$ cat config.mk
export PLATFORM = sky130hd
export DESIGN_NAME = ahblite_master_stage
export DESIGN_NICKNAME = d
export VERILOG_FILES = /design/src/rtl/ahblite_pkg.sv /design/src/rtl/ahblite_default_slave.sv /design/src/rtl/ahblite_master_stage.sv
export SDC_FILE = /design/constraint.sdc
export NUM_CORES = 1
export LEC_CHECK = 0
export ABC_AREA = 0
export CAP_MARGIN = 25
export CELL_PAD_IN_SITES_DETAIL_PLACEMENT = 1
export CELL_PAD_IN_SITES_GLOBAL_PLACEMENT = 1
export CORE_AREA = 5 5 249 251
export CTS_CLUSTER_DIAMETER = 200
export DETAILED_ROUTE_END_ITERATION = 8
export DIE_AREA = 0 0 254 256
export HOLD_SLACK_MARGIN = 0.12
export PLACE_DENSITY_LB_ADDON = 0.25
export SLEW_MARGIN = 25
export SYNTH_ARGS = -nofsm -noshare
export SYNTH_HDL_FRONTEND = slang
export SYNTH_SLANG_ARGS = --single-unit
$ cat constraint.sdc
create_clock -name HCLK -period 7.65 [get_ports HCLK]
set_clock_uncertainty 0.05 [all_clocks]
set_input_delay 1.53 -clock HCLK [delete_from_list [all_inputs] [get_ports HCLK]]
set_output_delay 1.53 -clock HCLK [all_outputs]
set_load 0.02 [all_outputs]
$ cat src/rtl/ahblite_pkg.sv
// Shared AHB-Lite encodings and the matrix address-to-slot decode.
package ahblite_pkg;

  typedef enum logic [1:0] {
    HTRANS_IDLE   = 2'b00,
    HTRANS_BUSY   = 2'b01,
    HTRANS_NONSEQ = 2'b10,
    HTRANS_SEQ    = 2'b11
  } htrans_e;

  localparam logic [2:0] HBURST_SINGLE = 3'b000;
  localparam logic       HRESP_OKAY    = 1'b0;
  localparam logic       HRESP_ERROR   = 1'b1;

  localparam int SLOT_MSB  = 31;
  localparam int SLOT_LSB  = 28;
  localparam int NUM_SLOTS = 16;

  // Slot is the top address nibble; boot remap swaps slots 0 and 1.
  function automatic logic [3:0] decode_slot(input logic [31:0] addr, input logic remap);
    logic [3:0] slot;
    slot = 4'(addr >> SLOT_LSB);
    if (remap && slot[3:1] == 3'b000) slot[0] = ~slot[0];
    return slot;
  endfunction

endpackage

$ cat src/rtl/ahblite_default_slave.sv
// Internal responder for unmapped transfers: a two-cycle AHB ERROR.
module ahblite_default_slave
  import ahblite_pkg::*;
(
  input  logic HCLK,
  input  logic HRESETN,
  input  logic load,
  output logic def_ready,
  output logic def_resp
);

  typedef enum logic [1:0] {DIDLE, DERR1, DERR2} dstate_e;
  dstate_e state;

  // NOTE: sequential state uses non-blocking assignments so every flop updates from pre-edge values.
  always_ff @(posedge HCLK or negedge HRESETN) begin
    if (!HRESETN) begin
      state     <= DIDLE;
      def_ready <= 1'b1;
      def_resp  <= HRESP_OKAY;
    end else begin
      unique case (state)
        DIDLE: if (load) begin
          state     <= DERR1;
          def_ready <= 1'b0;
          def_resp  <= HRESP_ERROR;
        end
        DERR1: begin
          state     <= DERR2;
          def_ready <= 1'b1;
          def_resp  <= HRESP_ERROR;
        end
        default: if (load) begin
          state     <= DERR1;
          def_ready <= 1'b0;
          def_resp  <= HRESP_ERROR;
        end else begin
          state     <= DIDLE;
          def_ready <= 1'b1;
          def_resp  <= HRESP_OKAY;
        end
      endcase
    end
  end

endmodule

$ cat src/rtl/ahblite_master_stage.sv
// Per-master AHB-Lite matrix front end: slot decode, address/data phase tracking, response mux.
// Defining MASTER_STAGE_REMAP_EN adds the REMAP input (boot remap swaps decode slots 0 and 1).
module ahblite_master_stage
  import ahblite_pkg::*;
#(
  parameter int          DATA_W   = 32,
  parameter logic [15:0] SLAVE_EN = 16'hFFFF
) (
  input  logic                          HCLK,
  input  logic                          HRESETN,
  input  logic [31:0]                   HADDR,
  input  logic [1:0]                    HTRANS,
  input  logic [2:0]                    HBURST,
  input  logic                          HMASTLOCK,
`ifdef MASTER_STAGE_REMAP_EN
  input  logic                          REMAP,
`endif
  output logic                          HREADY,
  output logic                          HRESP,
  output logic [DATA_W-1:0]             HRDATA,
  output logic [NUM_SLOTS-1:0]          SADDRSEL,
  input  logic [NUM_SLOTS-1:0]          SADDRACC,
  output logic                          GATEDHMASTLOCK,
  output logic                          GATEDBURSTXFER,
  input  logic [NUM_SLOTS-1:0]          SHREADY,
  input  logic [NUM_SLOTS-1:0]          SHRESP,
  input  logic [NUM_SLOTS*DATA_W-1:0]   SHRDATA
);

  typedef enum logic [1:0] {AIDLE, AREQ, ATAKEN} astate_e;
  astate_e astate;

  logic              remap, active, mapped, taken;
  logic              addr_acc, data_done, load, load_def;
  logic [3:0]        slot, p_slot, d_slot, load_slot;
  logic              d_valid, d_def, def_ready, def_resp;
  logic              lock_held, burst_flag, burst_start;
  logic [DATA_W-1:0] slv_rdata [NUM_SLOTS];

`ifdef MASTER_STAGE_REMAP_EN
  assign remap = REMAP;
`else
  assign remap = 1'b0;
`endif

  for (genvar k = 0; k < NUM_SLOTS; k++) begin : g_rdata
    assign slv_rdata[k] = SHRDATA[k*DATA_W +: DATA_W];
  end

  assign active    = HTRANS[1];
  assign slot      = decode_slot(HADDR, remap);
  assign mapped    = SLAVE_EN[slot];
  assign taken     = (astate == ATAKEN);
  assign data_done = !d_valid || (d_def ? def_ready : SHREADY[d_slot]);

  // An unmapped transfer is owned by the default slave, which accepts as soon as the data bus frees.
  assign addr_acc  = active && !taken && (mapped ? SADDRACC[slot] : data_done);
  assign load      = data_done && (taken || addr_acc);
  assign load_def  = !taken && !mapped;
  assign load_slot = taken ? p_slot : slot;

  assign SADDRSEL  = (active && mapped && !taken) ? (16'h0001 << slot) : '0;
  assign HREADY    = data_done && (!active || addr_acc || taken);
  assign HRESP     = d_valid ? (d_def ? def_resp : SHRESP[d_slot]) : HRESP_OKAY;
  assign HRDATA    = (d_valid && !d_def) ? slv_rdata[d_slot] : '0;

  assign burst_start    = (HTRANS == HTRANS_NONSEQ) && (HBURST != HBURST_SINGLE);
  assign GATEDHMASTLOCK = HMASTLOCK && (active || lock_held);
  assign GATEDBURSTXFER = burst_flag || burst_start;

  ahblite_default_slave u_default_slave (
    .HCLK      (HCLK),
    .HRESETN   (HRESETN),
    .load      (load && load_def),
    .def_ready (def_ready),
    .def_resp  (def_resp)
  );

  always_ff @(posedge HCLK or negedge HRESETN) begin
    if (!HRESETN) begin
      astate <= AIDLE;
      p_slot <= '0;
    end else begin
      unique case (astate)
        AIDLE, AREQ: begin
          // Slave took the address while the previous data phase is still running.
          if (active && mapped && SADDRACC[slot] && !data_done) begin
            astate <= ATAKEN;
            p_slot <= slot;
          end else if (active && !addr_acc) begin
            astate <= AREQ;
          end else begin
            astate <= AIDLE;
          end
        end
        ATAKEN:  if (data_done) astate <= AIDLE;
        default: astate <= AIDLE;
      endcase
    end
  end

  always_ff @(posedge HCLK or negedge HRESETN) begin
    if (!HRESETN) begin
      d_valid <= 1'b0;
      d_slot  <= '0;
      d_def   <= 1'b0;
    end else if (data_done) begin
      d_valid <= load;
      d_slot  <= load_slot;
      d_def   <= load && load_def;
    end
  end

  always_ff @(posedge HCLK or negedge HRESETN) begin
    if (!HRESETN) begin
      lock_held  <= 1'b0;
      burst_flag <= 1'b0;
    end else if (HREADY) begin
      if (HMASTLOCK && active) lock_held <= 1'b1;
      else if (!HMASTLOCK)     lock_held <= 1'b0;
      if (HTRANS == HTRANS_IDLE)        burst_flag <= 1'b0;
      else if (HTRANS == HTRANS_NONSEQ) burst_flag <= burst_start;
    end else if (HRESP == HRESP_ERROR) begin
      burst_flag <= 1'b0;
    end
  end

endmodule

Word-level counts from Yosys, hierarchy flattened:

Memories as Yosys holds them, arrays and structs flattened.
Index checks and enable logic that the tools add are counted.

* flip-flop bits (word level): 18
* ROM bits: 16
* logic and storage cells: 97
* memories: 1

* magnitude comparators: 3
* equality and inequality tests: 8
* shift operators: 1
* mux-type cells: 36
* bitwise operators: 1
* reduce and logical (&&, ||, !) cells: 37

Memory list
* (no name shown): depth 16, bits a word 1, read ports 1, clocked after Yosys merged registers in 0, wr ports 0, RTL line ahblite_master_stage.sv:52 `assign mapped = SLAVE_EN[slot];`

Operators by type and width (count)
* binary-select mux 32 bit (select 4 bit): 1
* two-way mux 32 bit: 3
* two-way mux 1 bit: 20
* two-way mux 16 bit: 1
* << shifter 1 x 4 -> 16 bit, first input constant: 1
* logical AND 1 bit: 15
* binary-select mux 1 bit (select 4 bit): 3
* < comparator 4 x 5 -> 1 bit, second input constant: 2
* case mux 2 bit (2 select lines): 2
* zero test 1 bit: 7
* zero test 2 bit: 3
* logical OR 1 bit: 6
* two-way mux 2 bit: 3
* != test 2 x 1 -> 1 bit, second input constant: 3
* AND reduction 2 bit: 3
* greater-or-equal comparator 5 bit, second input constant: 1
* NOT 4 -> 5 bit: 1
* == test 2 x 1 -> 1 bit, second input constant: 2
* == test 2 bit, second input constant: 2
* two-way mux 4 bit: 1
* case mux 1 bit (2 select lines): 2
* != test 3 x 1 -> 1 bit, second input constant: 1
* nonzero test 3 bit: 1
* nonzero test 2 bit: 1
* OR reduction 2 bit: 1

Logic depth before layout (Yosys ltp):

* depth after elaboration: 11
* mapped depth: 8
* depth with buffers taken out: 6

Worst setup path before layout:

No wires, ideal clock.

* path type: input to output
* from: input port HADDR[28]
* to: output port HREADY
* data arrival time: 2738 ps
* data required time: 6070 ps
* setup slack: 3332 ps
* stages on the path: 5
* path buffers: 1
* cells stage by stage: buf_2 -> mux4_2 -> o22ai_1 -> nor2_1 -> o21a_1

* longest elaborated chain between the ends: 7

Ends and longest elaborated chain
* start: declaration: RTL line ahblite_master_stage.sv:11 `input logic [31:0] HADDR,`
* memory read (16 x 1 bit) or binary-select mux 1 bit (select 4 bit) (tied branches)
* two-way mux 1 bit, on equally long branches: RTL line ahblite_master_stage.sv:52, ahblite_master_stage.sv:57
* two-way mux 1 bit (*): RTL line ahblite_master_stage.sv:57 `assign addr_acc = active && !taken && (mapped ? SADDRACC[slot] : data_done);`
* logical AND 1 bit (*): RTL line ahblite_master_stage.sv:57
* logical OR 1 bit (*) (2 in series): RTL line ahblite_master_stage.sv:63 `assign HREADY = data_done && (!active || addr_acc || taken);`
* logical AND 1 bit (*): RTL line ahblite_master_stage.sv:63
* end: declaration: RTL line ahblite_master_stage.sv:18 `output logic HREADY,`

Every way passes the cells marked *; elsewhere a longest branch is shown, timed or not. The select of a mux whose other input is x is not followed.

Final worst setup path:

Same ends and word-level chain as after synthesis.

==> metrics.cfg <==
[run_status]
status = complete, no violations

[placed_design]
gp_congestion = 0.785
hpwlAfterDp_um = 33400
io_buffers = 623

[sta]
setup_viol = 0
setup_tns_ns = 0
final.min_clock_period_ns = 5.76
hold_violations = 0
grt_setup_unrepaired = no
slew_headroom_pct = 37.5
max_freq_mhz = 174
finalMaxSlewViolations = 0
tightest_slew_ns = 0.938
min_period_over_period_pct = 75.3

[global_route]
grt_pass1_wl_um = 54100
grt_max_degree = 78
antenna_found_initial = 4
grt_pass1_vias = 7303
grt_usage_pct = 11.2
overflow = 0

[floorplanning]
die_w_um = 254
std_cell_rows = 90
core_area_sq_mm = 0.0597
die_h_um = 256
initial_core_util_pct = 8.67
ios = 652
die_area_sq_mm = 0.0650

[worst_setup_path]
cp_slowest_cell = clkdlybuf4s50_1
crit_top_cell = clkdlybuf4s50_1
crit_family = buffers and inverters
worstPathMaxFanout = 15
r2r-start = d_slot[0]
path_cells = clkdlybuf4s50_1, mux4_2, o22ai_1, nor2_1, o21a_1, clkdlybuf4s50_1
critical_path_class = in -> out
end_kind = primary output
required_ns = 6.07
crit_path_start = HADDR[28]
crit_buf_inv = 2
rrSetupSlack_ns = 4.45
rr_endpoint = p_slot[3]
arrival_ns = 4.18
max_stage_delay_ns = 0.85
reg2regPathDepth = 8
cp-start-kind = input port

[logic_synthesis]
synthArstFlopShare_pct = 100
synth_edf_count = 0
syn-cell-area_sq_mm = 0.00517
yosysSeqAreaShare_pct = 6.29
synth.avg_cell_area_sq_um = 14.8
syn_inst = 350
synth_nets = 950
synth_warnings = 0
synthFlopType = dfrtp_1
synth_seq_cells = 13
yosysUniqueCellTypes = 34

[detailed_routing]
finalWirelength_um = 39200
drt-pass1-iter-count = 4
drc = 0
postRouteAntennaNets = 0
routed_via_density = 3.65
drt_iter0_markers = 183
detail_route.wl_per_cell_um = 22.8
vias = 6271

[power]
power_density_mw_per_mm2 = 250
p_leak_nw = 4.06
peakVddDrop_v = 0.000264

[clock_network]
cts.repair.resized = 0
numCtsBuffers = 3
clk_latency_ns = 0.24
path_clk_slew_ns = 0.05
hold_buffers = 0
cts_max_level = 1
clockBufferDepth = 2
cts_setup_buffers = 0
cts_sinks = 13
tritoncts = done
cts_root_buf = clkbuf_16

[finish]
final_cell_mix = clkdlybuf4s50_1 (623), mux4_2 (167), and2_1 (33)
fin_util_pct = 20.6
final_common_cell = clkdlybuf4s50_1
fin_nets = 1536
drive_above_1_share_pct = 20.5
areaGrowthSynthToFinish_pct = 138

[hold_path]
min_to = astate[0]
hold_class = reg -> reg
hold_depth = 1
min-delay-start = astate[1]

[job]
max_cap_viol_count = 0

-- worst reg2reg max path: stages (launching register included) --
cell      delay [ns]
dfrtp_4         0.43
buf_12          0.38
mux4_1          0.78
o22ai_1         0.21
o31ai_1         0.10
o21bai_1        0.22
buf_4           0.19
and4bb_2        0.38
mux2_2          0.35
-- power breakdown --
part           leakage [nW]  total, mW  switching [mW]  internal [mW]
clock                0.0409      0.101          0.0308         0.0697
sequential            0.153      0.214           0.108          0.106
combinational          3.87       2.77            1.15           1.61
-- cell type report --
type,instances,area [sq um]
Sequential cell,13,335
Antenna cell,2,5.00
Clock buffer,3,75.1
Timing Repair Buffer,630,6330
Tap cell,782,978
Fill cell,6779,47400
Multi-Input combinational cell,286,4580
Inverter,2,8.76
Clock inverter,1,5.00
-- cell families after synthesis --
kind of cell	after synthesis	share of synthesized area, %
muxes	186	77.5
AOI/OAI and AO/OA	17	2.23
and+or+nand+nor	83	8.83
buffers and inverters	51	5.15
DFF	13	6.29
-- metrics by stage --
| step | area (sq um) | power, mW | cells | worst slack, ns | hold WS [ns] |
|---|---|---|---|---|---|
| detailed placement | 12200 | 3.07 | 1713 | 1.82 | 0.449 |
| floorplan | 5170 | 1.98 | 350 | 3.33 | 0.402 |
| global placement | 12200 | 3.05 | 1713 | 1.81 | 0.426 |
| finish | 12300 | 3.08 | 1719 | 1.89 | 0.453 |
| global route | 12300 | 3.29 | 1719 | 1.72 | 0.486 |
| CTS | 12300 | 3.19 | 1717 | 1.79 | 0.451 |
-- Yosys cell counts, types with 2 or more instances --
cell type	number	share of area (%)
nand3b_1	3	0.44
mux4_2	167	73
nor3b_1	2	0.29
dfrtp_1	13	6.3
nand2b_1	5	0.60
o2111ai_1	3	0.51
o31ai_1	2	0.29
mux2_2	7	1.5
buf_1	7	0.51
nor2_1	19	1.4
buf_2	6	0.58
a21oi_1	5	0.48
o22ai_1	2	0.24
buf_4	10	1.5
nor3_1	4	0.39
buf_6	4	0.87
nand3_1	2	0.19
mux4_1	3	1.5
nand2_1	9	0.65
clkbuf_1	22	1.6
mux2i_1	9	1.7
and2_1	33	4.0
o21a_1	2	0.29
-- how the worst max path moves through the flow --
stage,to,slack (ns),cells past startpoint
after floorplan,HREADY,3.33,5
after global placement,HREADY,1.81,6
after detailed placement,HREADY,1.82,6
after CTS,HREADY,1.79,6
after global routing,HREADY,1.72,6
final,HREADY,1.89,6
-- sequential cells by signal (all words and copies together), names as in the netlist --
register and count:
burst_flag 1, lock_held 1, d_slot 4, p_slot 4, d_valid 1, astate 2
-- per-layer routing --
| layer | global-route usage, % | wire length (um) |
|---|---|---|
| met1 | 11.9 | 13800 |
| met2 | 22.7 | 21900 |
| met3 | 2.84 | 3170 |
| met4 | 1.12 | 363 |
| met5 | 0 | 27 |
Note: power is estimated with default switching activity, not from simulation.
